## config.mk

```make
export PLATFORM = sky130hd
export DESIGN_NAME = minute_second_counter
export DESIGN_NICKNAME = d
export VERILOG_FILES = /design/src/rtl/minute_second_counter.sv
export SDC_FILE = /design/constraint.sdc
export NUM_CORES = 1
export LEC_CHECK = 0
export ABC_CLOCK_PERIOD_IN_PS = 3200
export CORE_ASPECT_RATIO = 0.6
export CORE_UTILIZATION = 40
export CTS_CLUSTER_SIZE = 20
export DETAILED_ROUTE_END_ITERATION = 6
export GPL_TIMING_DRIVEN = 1
export HOLD_SLACK_MARGIN = 0.06
export PLACE_DENSITY_LB_ADDON = 0.3
export SLEW_MARGIN = 20
export SYNTH_ARGS = -nofsm -noshare
export SYNTH_HDL_FRONTEND = slang
export SYNTH_SLANG_ARGS = --single-unit
```

## constraint.sdc

```tcl
create_clock -name clk -period 3.2 [get_ports clk]
set_input_delay 0.48 -clock clk [delete_from_list [all_inputs] [get_ports clk]]
set_output_delay 0.48 -clock clk [all_outputs]
set_load 0.01 [all_outputs]
```

## src/rtl/minute_second_counter.sv

```systemverilog
// Minute/second counter: prescaled seconds tick, mm:ss BCD digits, button-adjusted minutes.
// Optional macro ADJ_CARRY_EN: min_add wrapping 59->0 also pulses min_carry.
module minute_second_counter #(
  parameter int CLK_HZ = 50000000
) (
  input  logic       clk,
  input  logic       reset,
  input  logic       min_add,
  input  logic       min_reduce,
  input  logic       sec_clear,
  output logic [3:0] sec_tens,
  output logic [3:0] sec_ones,
  output logic [3:0] min_tens,
  output logic [3:0] min_ones,
  output logic       min_carry,
  output logic       sec_tick
);

  localparam int PW = (CLK_HZ > 1) ? $clog2(CLK_HZ) : 1;
  localparam logic [PW-1:0] LAST = PW'(CLK_HZ - 1);

`ifdef ADJ_CARRY_EN
  localparam logic ADJ_CARRY = 1'b1;
`else
  localparam logic ADJ_CARRY = 1'b0;
`endif

  logic [PW-1:0] r_presc;
  logic [5:0]    r_sec;
  logic [5:0]    r_min;
  logic          r_add_q;
  logic          r_red_q;
  logic          r_clr_q;
  logic          r_min_carry;
  logic          r_sec_tick;

  logic          w_add_e;
  logic          w_red_e;
  logic          w_clr_e;
  logic          w_tick;
  logic          w_carry_ev;
  logic          w_min_wrap;
  logic [PW-1:0] w_presc_nxt;
  logic [5:0]    w_sec_nxt;
  logic [5:0]    w_min_nxt;
  logic          w_carry_nxt;
  logic          w_tick_nxt;

  assign w_add_e    = min_add & ~r_add_q;
  assign w_red_e    = min_reduce & ~r_red_q;
  assign w_clr_e    = sec_clear & ~r_clr_q;
  assign w_tick     = (r_presc == LAST);
  assign w_min_wrap = (r_min == 6'd59);

  // Prescaler and seconds: clear beats the tick, tick advances seconds.
  always_comb begin
    w_presc_nxt = r_presc + PW'(1);
    w_sec_nxt   = r_sec;
    w_carry_ev  = 1'b0;
    w_tick_nxt  = 1'b0;
    if (w_clr_e) begin
      w_presc_nxt = '0;
      w_sec_nxt   = '0;
    end else if (w_tick) begin
      w_presc_nxt = '0;
      w_tick_nxt  = 1'b1;
      if (r_sec == 6'd59) begin
        w_sec_nxt  = '0;
        w_carry_ev = 1'b1;
      end else begin
        w_sec_nxt = r_sec + 6'd1;
      end
    end
  end

  // Minutes: carry > add > reduce; losers in the same cycle are dropped.
  always_comb begin
    w_min_nxt   = r_min;
    w_carry_nxt = 1'b0;
    if (w_carry_ev) begin
      w_min_nxt   = w_min_wrap ? 6'd0 : r_min + 6'd1;
      w_carry_nxt = w_min_wrap;
    end else if (w_add_e) begin
      w_min_nxt   = w_min_wrap ? 6'd0 : r_min + 6'd1;
      w_carry_nxt = w_min_wrap & ADJ_CARRY;
    end else if (w_red_e) begin
      w_min_nxt = (r_min == 6'd0) ? 6'd59 : r_min - 6'd1;
    end
  end

  // State registers, edge-detect samples and registered pulses.
  always_ff @(posedge clk or negedge reset) begin
    if (!reset) begin
      r_presc     <= '0;
      r_sec       <= '0;
      r_min       <= '0;
      r_add_q     <= 1'b0;
      r_red_q     <= 1'b0;
      r_clr_q     <= 1'b0;
      r_min_carry <= 1'b0;
      r_sec_tick  <= 1'b0;
    end else begin
      r_presc     <= w_presc_nxt;
      r_sec       <= w_sec_nxt;
      r_min       <= w_min_nxt;
      r_add_q     <= min_add;
      r_red_q     <= min_reduce;
      r_clr_q     <= sec_clear;
      r_min_carry <= w_carry_nxt;
      r_sec_tick  <= w_tick_nxt;
    end
  end

  assign sec_tens  = 4'(r_sec / 6'd10);
  assign sec_ones  = 4'(r_sec % 6'd10);
  assign min_tens  = 4'(r_min / 6'd10);
  assign min_ones  = 4'(r_min % 6'd10);
  assign min_carry = r_min_carry;
  assign sec_tick  = r_sec_tick;

endmodule
```

==> results.yml, run 1 <==
flow_run:
  maxCapViolCount: 0
grt:
  grt_pass1_vias: 2282
  grt_remaining_overflow: 0
  grt_pass1_wl_um: 11450
  antenna_found_initial: 0
  grt_max_degree: 44
  track_usage: 0.1947
sta:
  slew_headroom: 0.5383
  setup_viol: 0
  fin_crit_ps: 3057
  worstMarginPinSlew_ps: 691.1
  worst_slack_ps: 142.7
  hold_violations: 0
  min_period_over_period: 0.9554
  rsz0062_at_grt: "false"
  final-max-slew-violation-count: 0
  skew_ps: 5.873
  max_freq_mhz: 327.1
  tns_ps: 0
detailed_routing:
  wire_per_inst_um: 15.18
  vias_per_cell: 5.573
  wirelength_um: 7102
  drcViolationCount: 0
  drtIter0Drc: 260
  vias: 2608
  antenna_left: 0
  dr.pass1.iters: 6
power:
  p_seq_frac: 0.266
  finalPower_w: 0.002628
  swShare: 0.3658
  p_leak_nw: 1.472
  cellPowerDensity_mw_per_mm2: 730.5
  power.share.clock: 0.226
  combPwrFrac: 0.509
  internal-power_w: 0.001667
  ir_worst_vdd_mv: 0.4024
  power_switching_w: 0.0009612
floorplan:
  start_util: 0.4308
  rows: 23
  die_y_um: 68.95
  die_area_sq_mm: 0.007830
  num_io_pins: 23
  die_w_um: 113.6
  core_sq_mm: 0.006935
critical_path:
  rr_startpoint: "r_sec[1]"
  cp.required_ps: 2720
  crit_arrival_ps: 2580
  worst_r2r_endpoint: "r_min[0]"
  critPathMaxFanout: 13
  critPathCaptureType: "output pin"
  reg2regPathDepth: 6
  worstSetupPathType: "register to output pin"
  critPathLaunchType: "register"
  r2r_slack_ps: 960
synthesis:
  seq_area_frac_synth: 0.3601
  synth_seq_cells: 43
  netlist-cell-type-count: 63
  synth_area_sq_mm: 0.002988
  async_reset_ff_frac: 1.000
  yosys_most_used_dff: "dfrtp_1"
  ys_warn_count: 0
  synthCells: 336
  synth_area_per_cell_sq_um: 8.892
  synth-edff-count: 0
cells_and_area:
  seq_area_sq_mm: 0.001076
  design_area_sq_mm: 0.003597
  drive_gt1_frac: 0.1549
  multiInputGateArea_sq_mm: 0.001809
  final_cell_count_no_fill: 468
  fill_cells: 622
  antenna_cells: 0
  area_delta_synth_final_pct: 20.39
  layout.nets: 385
status:
  status: "finished clean"
placed_design:
  place_hpwl_um: 5084
  place_inst: 449
  place_area_sq_mm: 0.003292
  gp_congestion: 0.9102
  dp_slack_ps: 80.66
  io_buffers: 20
clock_network:
  cts_tree: "done"
  htreeDepth: 2
  cts_buffer_depth: 2
  clock-sinks: 43
  clk_pin_slew_ps: 60
  cts_made_buffers: 5
  cts-root-buf: "clkbuf_16"
  insertion_delay_ps: 280
min_path:
  hp-class: "primary input to asynchronous set/reset pin"
==> how the worst max path moves through the flow <==
stage	endpoint	slack (ps)	start
floorplan	min_ones[3]	380	r_min[4]
global placement	min_ones[3]	210	r_min[3]
global route	min_ones[3]	2	r_min[4]
detailed placement	min_ones[3]	80	r_min[3]
CTS	min_tens[0]	20	r_min[3]
finish	min_ones[2]	140	r_min[2]
==> power groups by stage <==
stage,registers [W],clock network [W],logic (W)
2_1_floorplan,0.000656,0,0.000696
3_3_place_gp,0.000697,0,0.00111
3_5_place_dp,0.000696,0,0.00112
4_1_cts,0.000688,0.000609,0.00126
5_1_grt,0.000706,0.000630,0.00144
6_report,0.000698,0.000593,0.00134
==> timing repair <==
| action | CTS | global route |
|---|---|---|
| hold buffers | 0 | 0 |
| setup endpoints to repair | 4 | 3 |
| setup buffers | 10 | 1 |
| gates resized for setup | 9 | 5 |
| pin swaps | 1 | 2 |
==> critical path, cell delays in order (launching register included) <==
cell and delay, ps:
dfrtp_1 640, nor2b_1 300, a2111oi_1 80, buf_4 150
or2_2 300, or2_2 310, a22oi_1 220, dlygate4sd2_1 290
==> final cells by class <==
class / count / area share
timing repair buffer: 42 / 0.1012
inverter: 13 / 0.01357
clock buffer: 6 / 0.03861
clock inverter: 2 / 0.009739
sequential: 43 / 0.2991
multi-input combinational: 262 / 0.5030
tap: 100 / 0.03478
==> routing by layer <==
layer | GRT usage | routed length (um) | vias up
li1 | - | - | 1256
met1 | 0.2988 | 3704 | 1245
met2 | 0.2553 | 2673 | 101
met3 | 0.06031 | 693 | 6
met4 | 0.04934 | 31 | 0
met5 | 0 | 0 | -
==> cell families after synthesis <==
family	after synthesis	share of synthesized area
compound gates	58	0.1294
other cells	1	0.001255
fa+ha+maj	13	0.05444
xor+xnor	30	0.08794
flops	43	0.3601
buf+inv	32	0.05067
simple gates	150	0.2856
mux	9	0.03057
==> through the flow <==
step | hold slack [ps] | util
2_1_floorplan | 184.4 | -
3_3_place_gp | 478.4 | 0.4747
3_5_place_dp | 477.2 | 0.4747
4_1_cts | 381.3 | 0.5145
5_1_grt | 237.7 | 0.5187
6_report | 181.1 | 0.5187
==> cell usage in the layout (no fill, tap or decap), types with 7 or more instances in the layout <==
| cell | n |
|---|---|
| dfrtp_1 | 43 |
| nor2_1 | 38 |
| buf_4 | 23 |
| nand2_1 | 20 |
| xnor2_1 | 19 |
| o21ai_0 | 15 |
| nand3_1 | 14 |
| clkdlybuf4s50_1 | 14 |
| a21oi_1 | 12 |
| nor3_1 | 12 |
| inv_1 | 11 |
| xor2_1 | 10 |
| ha_1 | 10 |
| nand4_1 | 9 |
| nor2b_1 | 7 |
| nand2b_1 | 7 |
| nor4_1 | 7 |
| mux2i_1 | 7 |
==> registers in the layout, indices dropped and copies added (netlist names) <==
signal and flops:
min_carry 1, r_add_q 1, r_clr_q 1, r_min 6
r_presc 26, r_red_q 1, r_sec 6, sec_tick 1
==> synthesized netlist by cell type (all sizes together), types with 10 or more instances <==
library cell,count,share of area
dfrtp,43,0.36
nand3,14,0.023
ha,13,0.054
nor3,14,0.025
inv,13,0.016
buf,14,0.028
o21ai,16,0.027
nand4,11,0.030
nor2,38,0.048
nand2,20,0.025
xnor2,20,0.059
xor2,10,0.029
a21oi,13,0.022
No activity file was read; power rests on OpenSTA's default activity.
==> run 2, diff against run 1 <==
--- a/config.mk
+++ b/config.mk
@@ -7,7 +7,8 @@
 export LEC_CHECK = 0
 export ABC_CLOCK_PERIOD_IN_PS = 3200
 export CORE_ASPECT_RATIO = 0.6
-export CORE_UTILIZATION = 40
+export CORE_MARGIN = 2
+export CORE_UTILIZATION = 50
 export CTS_CLUSTER_SIZE = 20
 export DETAILED_ROUTE_END_ITERATION = 6
 export GPL_TIMING_DRIVEN = 1
==> run 2 against run 1 <==
  * Setup slack lost 35 ps
  * Cell area shrank 2.9%
  * Sequential share of layout area grew 0.89 points
  * Clock skew is essentially flat
  * Clock-buffer cell count is the same
  * Wire length shrank 4.4%
  * First-iteration DRC count shrank 12%
  * Clock power shrank 26%
==> results.yml, run 2 (synthesis results as in run 1) <==
power:
  ir_worst_vdd_mv: 0.6261
  swShare: 0.3764
  p_leak_nw: 1.437
  internal-power_w: 0.001524
  cellPowerDensity_mw_per_mm2: 699.5
  p_seq_frac: 0.282
  finalPower_w: 0.002444
  power_switching_w: 0.0009199
  power.share.clock: 0.179
  combPwrFrac: 0.540
detailed_routing:
  drcViolationCount: 0
  drtIter0Drc: 228
  antenna_left: 0
  vias_per_cell: 5.670
  dr.pass1.iters: 4
  wirelength_um: 6786
  wire_per_inst_um: 15.22
  vias: 2529
placed_design:
  gp_congestion: 0.9242
  place_area_sq_mm: 0.003267
  place_hpwl_um: 4828
  io_buffers: 20
  place_inst: 429
cells_and_area:
  layout.nets: 383
  area_delta_synth_final_pct: 16.92
  fill_cells: 492
  mostFrequentLayoutCells: "dfrtp_1 (43), nor2_1 (38), xnor2_1 (20), nand2_1 (20), buf_4 (20)"
  antenna_cells: 0
  top_register: "r_presc"
  reg_top3: "r_presc x26, r_min x6, r_sec x6"
  final_cell_count_no_fill: 446
  design_area_sq_mm: 0.003493
  final_common_cell: "dfrtp_1"
  fin_util: 0.6155
  drive_gt1_frac: 0.1448
  largest_register_ffs: 26
floorplan:
  core_sq_mm: 0.005675
  rows: 21
  die_area_sq_mm: 0.006630
  die_w_um: 103.8
  die_y_um: 63.88
  start_util: 0.5265
  num_io_pins: 23
sta:
  setup_viol: 0
  worstMarginPinSlew_ps: 952.3
  min_period_over_period: 0.9664
  skew_ps: 6.336
  hold_violations: 0
  slew_headroom: 0.3562
  holdWs_ps: 329.1
  fin_crit_ps: 3092
  final-max-slew-violation-count: 0
  max_freq_mhz: 323.4
grt:
  grtUsageMet2: 0.3195
  grt_remaining_overflow: 0
  gr-max-usage-layer: "met1"
  gr-usage-met1: 0.3423
  grt_pass1_wl_um: 11770
  track_usage: 0.2195
  met3_usage: 0.03980
  grt_pass1_vias: 2356
  antenna_found_initial: 0
  grt_max_degree: 44
clock_network:
  clock-sinks: 43
  cts_made_buffers: 5
  cts_tree: "done"
  cts_buffer_depth: 2
  hold_buffers: 0
  htreeDepth: 2
  insertion_delay_ps: 300
  cts-root-buf: "clkbuf_8"
  clk_pin_slew_ps: 80
flow_run:
  maxCapViolCount: 0
min_path:
  hp-class: "primary input to asynchronous set/reset pin"
critical_path:
  cp.required_ps: 2720
  critPathCaptureType: "output pin"
  worstSetupPathType: "register to output pin"
  critPathMaxFanout: 7
  critPathLaunchType: "register"
  crit_arrival_ps: 2610
status:
  status: "finished clean"
-- run 2: cell count changes in the layout (fill, tap and decap cells not counted), sizes merged --
cell | previous run | this run
buf | 23 | 21
-- run 2: layer usage --
layer / wire length [um] / vias to the layer above
met1: 3571 / 1202
met4: 40 / 0
met5: 0 / -
met2: 2753 / 67
met3: 421 / 6
li1: - / 1254
-- run 2: critical path: stages (launching register included) --
cell           delay (ps)
dfrtp_1               420
inv_4                 110
ha_1                  290
nand2b_1              150
a2111oi_1              80
buf_4                 160
or2_2                 310
or2_2                 320
a22oi_1               190
dlygate4sd2_1         290
-- run 2: layout make-up --
cell class              instances  area, sq um  share of cell area
clock inverters                 2        35.03             0.01003
well taps                      80        100.1             0.02865
flip-flops and latches         43         1076              0.3080
inverters                      13        51.30             0.01468
multi-input cells             262         1802              0.5158
repair buffers                 40        346.6             0.09921
clock buffers                   6        82.58             0.02364
-- run 2: path summary, 6_finish.rpt --
| check | startpoint | endpoint | slack, ps | cells after the start |
|---|---|---|---|---|
| setup / recovery | r_min[3] | min_ones[1] | 110 | 9 |
| hold / removal | reset | r_presc[8] | 330 | 1 |
| setup reg to reg | r_min[1] | r_min[0] | 710 | 7 |
| hold reg to reg | r_presc[0] | r_presc[0] | 480 | 1 |
| max in group asynchronous | reset | r_sec[3] | 2290 | 1 |
| min in group clk | r_presc[0] | r_presc[0] | 480 | 1 |
-- run 2: repair_timing --
item / CTS / global route
gates resized for setup: 7 / 6
setup endpoints to repair: 4 / 4
buffers inserted: 6 / 3
pin swaps: 0 / 3
-- run 2: power groups by stage --
stage                     Sequential, W  Clock (W)  Combinational, W
after floorplan                0.000656          0          0.000696
after global placement         0.000690          0           0.00112
after detailed placement       0.000691          0           0.00113
after CTS                      0.000682   0.000449           0.00123
after global routing           0.000700   0.000471           0.00144
final                          0.000688   0.000437           0.00132
-- run 2: per-stage QoR --
stage / worst slack, ps / setup TNS [ps]
4_1_cts: -135.2 / -135.2
6_report: 107.5 / 0
5_1_grt: -7.959 / -15.52
3_3_place_gp: 210.9 / 0
3_5_place_dp: 132.2 / 0
2_1_floorplan: 381.9 / 0
==> run 3, diff against run 2 <==
--- a/config.mk
+++ b/config.mk
@@ -6,7 +6,7 @@
 export NUM_CORES = 1
 export LEC_CHECK = 0
 export ABC_CLOCK_PERIOD_IN_PS = 3200
-export CORE_ASPECT_RATIO = 0.6
+export CORE_ASPECT_RATIO = 1.1
 export CORE_MARGIN = 2
 export CORE_UTILIZATION = 50
 export CTS_CLUSTER_SIZE = 20
==> run 3 against run 2 <==
  * Cell area down 1.3%
  * Fmax is 0.78% higher
  * Wire length is 9.1% lower
  * Register-to-register slack better by 250 ps
  * Critical endpoint is now min_ones[3]
  * Via count decreased by 1.5%
  * Cell count is 2.7% lower
  * Worst hold slack better by 6.0 ps
  * Sequential share of layout area increased by 0.43 points
  * Combinational power down 13%
  * Flip-flop and latch count unchanged
  * Total power fell by 6.6%
  * Non-clock buffer count shrank 9
==> results.yml, run 3 (synthesis results as in run 1) <==
status:
  status: "finished clean"
floorplan:
  core_sq_mm: 0.005769
  num_io_pins: 23
  die_area_sq_mm: 0.006611
  die_y_um: 85.08
  rows: 29
  start_util: 0.5179
  die_w_um: 77.71
placed_design:
  place_hpwl_um: 4333
  gp_congestion: 0.8760
  io_buffers: 20
cells_and_area:
  largest_register_ffs: 26
  final_common_cell: "dfrtp_1"
  layout.nets: 374
  drive_gt1_frac: 0.1373
  mostFrequentLayoutCells: "dfrtp_1 (42), nor2_1 (38), xnor2_1 (20), nand2_1 (20)"
  fill_cells: 503
  antenna_cells: 0
  seq_area_sq_mm: 0.001077
  multiInputGateArea_sq_mm: 0.001827
  area_delta_synth_final_pct: 15.45
  top_register: "r_presc"
  reg_top3: "r_presc x26, r_min x6, r_sec x6"
critical_path:
  critPathMaxFanout: 7
  path_depth: 11
  crit_arrival_ps: 2590
  crit_path_cell_trace: "inv_4, ha_4, nor2b_1, nor3_2, mux2i_1, xnor2_1, ha_2, nor3_1, a21oi_1, a21bo_2, dlygate4sd2_1"
  reg2regPathDepth: 6
  cp.required_ps: 2720
  worstSetupPathType: "register to output pin"
  critPathCaptureType: "output pin"
  cp_slowest_stage_delay_ps: 400
  slowest_stage: "dfrtp_1"
  critPathTopFamily: "adder cells"
  r2r_slack_ps: 960
  critPathLaunchType: "register"
  cp_num_buf_inv: 2
clock_network:
  insertion_delay_ps: 290
  clk_pin_slew_ps: 80
  cts_tree: "done"
  clock-sinks: 43
  cts_buffer_depth: 2
  cts_made_buffers: 5
  cts-root-buf: "clkbuf_8"
  htreeDepth: 2
  hold_buffers: 0
power:
  cellPowerDensity_mw_per_mm2: 661.6
  ir_worst_vdd_mv: 0.5704
  p_leak_nw: 1.392
  finalPower_w: 0.002282
sta:
  worstMarginPinSlew_ps: 955.4
  max_freq_mhz: 325.9
  fin_crit_ps: 3069
  skew_ps: 12.54
  final-max-slew-violation-count: 0
  slew_headroom: 0.3631
  setup_viol: 0
  min_period_over_period: 0.9589
  hold_violations: 0
  tns_ps: 0
flow_run:
  maxCapViolCount: 0
detailed_routing:
  antenna_left: 0
  dr.pass1.iters: 4
  wirelength_um: 6166
  vias_per_cell: 5.742
  vias: 2492
  drtIter0Drc: 127
  drcViolationCount: 0
  wire_per_inst_um: 14.21
grt:
  grt_max_degree: 44
  track_usage: 0.2001
  grt_remaining_overflow: 0
  grt_pass1_vias: 2363
  antenna_found_initial: 0
  grt_pass1_wl_um: 10850
min_path:
  hp-class: "primary input to asynchronous set/reset pin"
[run 3: power breakdown]
group / switching, W / internal [W] / leakage (nW)
Clock: 0.000182 / 0.000253 / 0.0612
Sequential: 0.0000998 / 0.000597 / 0.573
Combinational: 0.000559 / 0.000592 / 0.758
Total: 0.000841 / 0.00144 / 1.39
[run 3: stage by stage]
step | setup WS (ps) | hold slack (ps) | area, sq um | std cells | utilization
2_1_floorplan | 381.9 | 184.4 | 2992 | 337 | -
3_3_place_gp | 240.2 | 470.1 | 3248 | 424 | 0.5630
3_5_place_dp | 154.3 | 475.2 | 3248 | 424 | 0.5630
4_1_cts | 13.46 | 353.0 | 3416 | 432 | 0.5921
5_1_grt | -14.96 | 407.2 | 3450 | 434 | 0.5979
6_report | 131.4 | 335.1 | 3450 | 434 | 0.5979
[run 3: repair_timing]
| action | in CTS | in global routing |
|---|---|---|
| setup endpoints to repair | 4 | 3 |
| setup buffers | 0 | 2 |
| gates resized for setup | 13 | 6 |
| pin swaps | 0 | 3 |
[run 3: path summary, 6_finish.rpt]
| kind | start | endpoint |
|---|---|---|
| hold reg to reg | r_presc[0] | r_presc[0] |
| min in group clk | r_presc[0] | r_presc[0] |
| setup reg to reg | r_sec[1] | r_min[0] |
| hold / removal | reset | r_presc[4] |
| max in group asynchronous | reset | r_min[2] |
| setup / recovery | r_min[3] | min_ones[3] |
[run 3: area by class of cell]
class,instances,area share
inverters,13,0.01487
clock inverters,2,0.01016
repair buffers,31,0.08125
clock buffers,6,0.02394
well taps,77,0.02793
multi-input cells,262,0.5296
flip-flops and latches,43,0.3123
[run 3: routing by layer]
layer  share of wire  routed length [um]  global-route usage  up-vias
met2            0.49                3028              0.3401       34
met3           0.024                 145             0.02979        5
li1                -                   -                   -     1229
met5               0                   0                   0        -
met1            0.47                2926              0.2665     1224
met4           0.011                  66             0.05519        0
